==> src/rtl/counter_8bit_pkg.sv <==
// Shared constants for the free-running terminal-count counter.
package counter_8bit_pkg;

  localparam int COUNTER_WIDTH = 8;
  localparam logic [COUNTER_WIDTH-1:0] COUNTER_MAX = {COUNTER_WIDTH{1'b1}};

endpackage : counter_8bit_pkg

==> src/rtl/counter_8bit.sv <==
// Free-running binary up-counter; overflow is high exactly while count is all ones.
module counter_8bit
  import counter_8bit_pkg::*;
#(
  parameter int WIDTH = COUNTER_WIDTH
) (
  input  logic             clk,
  input  logic             rst,
  output logic [WIDTH-1:0] count,
  output logic             overflow
);

  localparam logic [WIDTH-1:0] ONE     = WIDTH'(1);
  localparam logic [WIDTH-1:0] MAX_VAL = (WIDTH == COUNTER_WIDTH) ? WIDTH'(COUNTER_MAX)
                                                                  : {WIDTH{1'b1}};

  logic [WIDTH-1:0] count_reg;
  logic [WIDTH-1:0] count_next;
  logic             overflow_reg;
  logic             overflow_next;

  // Flag is decoded from the next count so it lands on the same edge as the count.
  always_comb begin
    count_next    = count_reg + ONE;
    overflow_next = (count_next == MAX_VAL);
  end

  always_ff @(posedge clk or posedge rst) begin
    if (rst) begin
      count_reg    <= '0;
      overflow_reg <= 1'b0;
    end else begin
      count_reg    <= count_next;
      overflow_reg <= overflow_next;
    end
  end

  assign count    = count_reg;
  assign overflow = overflow_reg;

endmodule : counter_8bit

==> config.mk <==
export PLATFORM = sky130hd
export DESIGN_NAME = counter_8bit
export DESIGN_NICKNAME = d
export VERILOG_FILES = /design/src/rtl/counter_8bit_pkg.sv /design/src/rtl/counter_8bit.sv
export SDC_FILE = /design/constraint.sdc
export NUM_CORES = 1
export LEC_CHECK = 0
export BUFFER_PORTS_ARGS = -buffer_cell sky130_fd_sc_hd__buf_4
export CAP_MARGIN = 10
export CORE_AREA = 2 2 39 41
export CTS_BUF_LIST = sky130_fd_sc_hd__clkbuf_4
export CTS_CLUSTER_DIAMETER = 80
export DETAILED_ROUTE_END_ITERATION = 8
export DIE_AREA = 0 0 41 43
export GPL_TIMING_DRIVEN = 0
export HOLD_SLACK_MARGIN = 0.1
export PLACE_DENSITY_LB_ADDON = 0.1
export SETUP_SLACK_MARGIN = 0.3
export SYNTH_ARGS = -nofsm -noshare
export SYNTH_HDL_FRONTEND = slang
export SYNTH_SLANG_ARGS = --single-unit
==> constraint.sdc <==
create_clock -name clk -period 1.45 [get_ports clk]
set_input_delay 0.29 -clock clk [delete_from_list [all_inputs] [get_ports clk]]
set_output_delay 0.29 -clock clk [all_outputs]
set_load 0.02 [all_outputs]
* After elaboration in Yosys (flattened, before gate mapping)
Cells that the tools add are included.
** Storage, ports and cells
- Bits in registers :: 9
- Output and inout port bits :: 9
** Cells by class
- Add/subtract/negate cells :: 1
- Eq/ne operators :: 1
** Operators with widths (count)
- 8-bit by 1-bit adder with 8-bit output (second input constant) :: 1
- 8-bit == test (second input constant) :: 1

* Longest topological paths before layout
- Depth after elaboration :: 2
- Depth in mapped cells :: 4

* Least setup slack after synthesis
No wires, ideal clock.
- Kind :: register to register
- From :: register count_reg[1] (netlist: count[1])
- To :: register overflow_reg (netlist: overflow)
- Data arrival time :: 1.502 ns
- Data required time :: 1.328 ns
- Slack :: -0.173 ns
- Cell stages (with the launch flop) :: 5
- Cells stage by stage :: dfrtp_1 -> ha_1 -> nand3_1 -> or3_1 -> a2111oi_1
** On the way
- Cells in the longest elaborated chain, start to end :: 2
** RTL lines
- start: declaration :: RTL line counter_8bit.sv:17 : logic [WIDTH-1:0] count_reg;
- start signal: assignment :: RTL line counter_8bit.sv:33 : count_reg <= count_next;
- 8-bit by 1-bit adder with 8-bit output :: RTL line counter_8bit.sv:24 : count_next = count_reg + ONE;
- 8-bit == test :: RTL line counter_8bit.sv:25 : overflow_next = (count_next == MAX_VAL);
- net overflow_next :: RTL line counter_8bit.sv:20 : logic overflow_next;
- end signal: assignment :: RTL line counter_8bit.sv:34 : overflow_reg <= overflow_next;
- end: declaration :: RTL line counter_8bit.sv:19 : logic overflow_reg;
The timed path passes the listed nets, and every way through them passes these cells.

* Final worst setup path
Ends and elaborated chain as after synthesis.

==> reports/results.tsv <==
stage	metric	value	unit
hold_path	hold_depth	1	
worst_setup_path	cp_slowest_cell	dfrtp_2	
logic_synthesis	postSynthAreaPerCell	11.77	sq um
cells_and_area	final_nets	62	
power	power_frac_comb	0.019	
power	power.share.switching	0.1857	
worst_setup_path	end_kind	flop	
logic_synthesis	synth_fp_nets	36	
worst_setup_path	critPathMaxStageDelay	390	ps
floorplanning	pin_count	11	
floorplanning	fp.dieH	43	microns
global_route	grt_max_degree	10	
clock_network	clock_sinks	9	
logic_synthesis	yosys.area.top_type	dfrtp_1	
drt	dr.pass1.iters	2	
clock_network	clk_latency	250	ps
cells_and_area	layout_commonest_cell	buf_4	
sta	rsz0062_at_grt	true	
power	power	0.4654	mW
clock_network	cts.clk_slew.worst_paths	60	ps
global_route	antenna_found_initial	0	
worst_setup_path	r2r_start	count[1]	
cells_and_area	synthToLayoutAreaGrowth	77.74	%
logic_synthesis	ys_warn_count	0	
drt	routedWlPerCell	11.48	microns
place	placed_area	514.2	sq um
global_route	overflow	0	
clock_network	cts_root_buffer	clkbuf_4	
logic_synthesis	synth.distinct_cells	13	
power	p_leak	0.3254	nW
global_route	grt_pass1_wl	1.393	mm
logic_synthesis	netlist_area	376.6	sq um
sta	slew_headroom	0.7672	
power	p_seq_frac	0.539	
hold_path	worstHoldStart	count[7]	
floorplanning	std_cell_rows	14	
logic_synthesis	synthCells	32	
logic_synthesis	ys_seq_elements	9	
drt	routed_wl	838	microns
floorplanning	dieArea	0.001763	sq mm
cells_and_area	multiInputGateArea	191.4	sq um
worst_setup_path	ff2ff_path_depth	4	
worst_setup_path	start_kind	flop	
place	portBuffers	10	
sta	fmax	0.7344	GHz
cells_and_area	largest_reg_flops	8	
worst_setup_path	crit_start	count[1]	
worst_setup_path	path_class	flop to flop	
outcome	outcome	complete, no violations	
clock_network	h-tree-depth	1	
cells_and_area	stdcell_area	669.4	sq um
drt	antenna_left	0	
sta	finalCritPeriodShare	0.9391	
power	p_int	0.3790	mW
floorplanning	die_x	41	microns
power	p_per_area	695.3	mW/mm^2
logic_synthesis	synth_top_area_frac	0.5980	
cells_and_area	regArea	230.2	sq um
worst_setup_path	cp_max_fo	3	
worst_setup_path	cp_data_required_time	1600	ps
logic_synthesis	ys_top_cells_by_area	dfrtp_1 60%, xnor2_1 9.3%, ha_1 6.6%, inv_1 4.0%, nand2_1 4.0%	
sta	slew_violations	0	
power	clkPwrFrac	0.441	
drt	dr.first_iter.drc_count	1	
global_route	grt_pass1_vias	334	
worst_setup_path	cp_cell_sequence	ha_4 > nand3_4 > or3_4 > a2111oi_4	
hold_path	hold_class	flop to flop	
power	p_sw	0.08644	mW
cells_and_area	fillers	137	
worst_setup_path	cp.arrival	1510	ps
flow_run	cap_violations	0	
floorplanning	core_area	0.001384	sq mm
drt	routed_via_density	4.247	
place	gp_congestion	0.7195	
drt	drt_drc_violations_left	0	
cells_and_area	n_antenna_cell	0	
sta	fin_skew	4.314	ps
cells_and_area	layout_common_cells	14 x buf_4, 6 x buf_6, 5 x dfrtp_1	
sta	post-route-min-period	1362	ps
sta	final_hold_viol_count	0	
global_route	grtUsageTotal	0.1215	
drt	vias	310	
sta	worstMarginPinSlew	348.8	ps
cells_and_area	layout-drive-gt1-share	0.5789	
clock_network	clockBufferDepth	2	
power	peakVddDrop	0.3490	mV
clock_network	cts_tree	done	
logic_synthesis	yosysSeqAreaShare	0.5980	
clock_network	numCtsBuffers	3	
floorplanning	start_util	0.2722	
sta	setup_viol	0	
[layout make-up]
class                      instances  area share
sequential                         9      0.3439
multi-input combinational         19      0.2860
timing repair buffer              21      0.2729
clock buffer                       4     0.04486
tap                               16     0.02991
inverter                           4     0.02243
[power groups by stage]
stage                     logic [mW]  registers [mW]  clock network, mW
after floorplan              0.00389           0.256                  0
after global placement       0.00697           0.256                  0
after detailed placement     0.00731           0.256                  0
after CTS                    0.00941           0.251              0.213
after global routing          0.0103           0.251              0.236
final                        0.00898           0.251              0.205
[what timing repair did]
| item | CTS | global route |
|---|---|---|
| gates resized for setup | 6 | 5 |
| buffers inserted | 7 | 3 |
| endpoints found under the setup margin | 8 | 9 |
| pin swaps | 2 | 2 |
| endpoints found under the hold margin | 9 | 0 |
| hold buffers | 1 | 0 |
[kinds of logic (layout without fill, tap and decap cells)]
family / count (synthesis) / after routing / share of synthesized area
AO/OA/AOI/OAI: 2 / 2 / 0.03986
XOR/XNOR: 5 / 5 / 0.1163
adder cells (fa/ha/maj): 2 / 2 / 0.06643
buffers and inverters: 4 / 29 / 0.03986
flip-flops: 9 / 9 / 0.5980
AND/OR/NAND/NOR: 10 / 10 / 0.1396
[layer usage]
metal	GRT usage	routed length (microns)	vias to the layer above
met3	0.03141	39	0
met1	0.1617	347	147
met2	0.1656	451	7
met4	0.08000	0	0
met5	0	0	-
li1	-	-	156
[metrics by stage]
stage	TNS (ps)	std cells	hold slack, ps	util	setup slack (ps)
final	0	73	493.7	0.4837	88.29
after global routing	0	73	534.6	0.4837	0.8230
after CTS	0	70	505.0	0.4584	96.13
after detailed placement	-15.39	58	279.6	0.3716	-15.39
after global placement	0	58	269.5	0.3716	2.906
after floorplan	-16.85	32	117.8	-	-16.85
[Yosys cell counts (all sizes together)]
master,count
and4,1
o21ai,1
a2111oi,1
nand2,4
ha,2
dfrtp,9
and3,1
xor2,1
inv,4
or3,1
nand3,2
xnor2,4
nand4,1
[path summary, 6_finish.rpt]
path                                  to  slack [ps]
worst min register to register  count[7]         490
worst min-delay path            count[7]         490
worst max register to register  overflow          90
min in group asynchronous       count[4]         550
max in group asynchronous       count[1]         620
worst max-delay path            overflow          90
[worst max-delay path, delay by kind of cell, from the launching register on]
family	cells	cell delay (ps)
AO/OA/AOI/OAI	1	280
adder cells (fa/ha/maj)	1	150
flip-flops	1	390
AND/OR/NAND/NOR	2	430
Note: power is estimated with default switching activity, not from simulation.
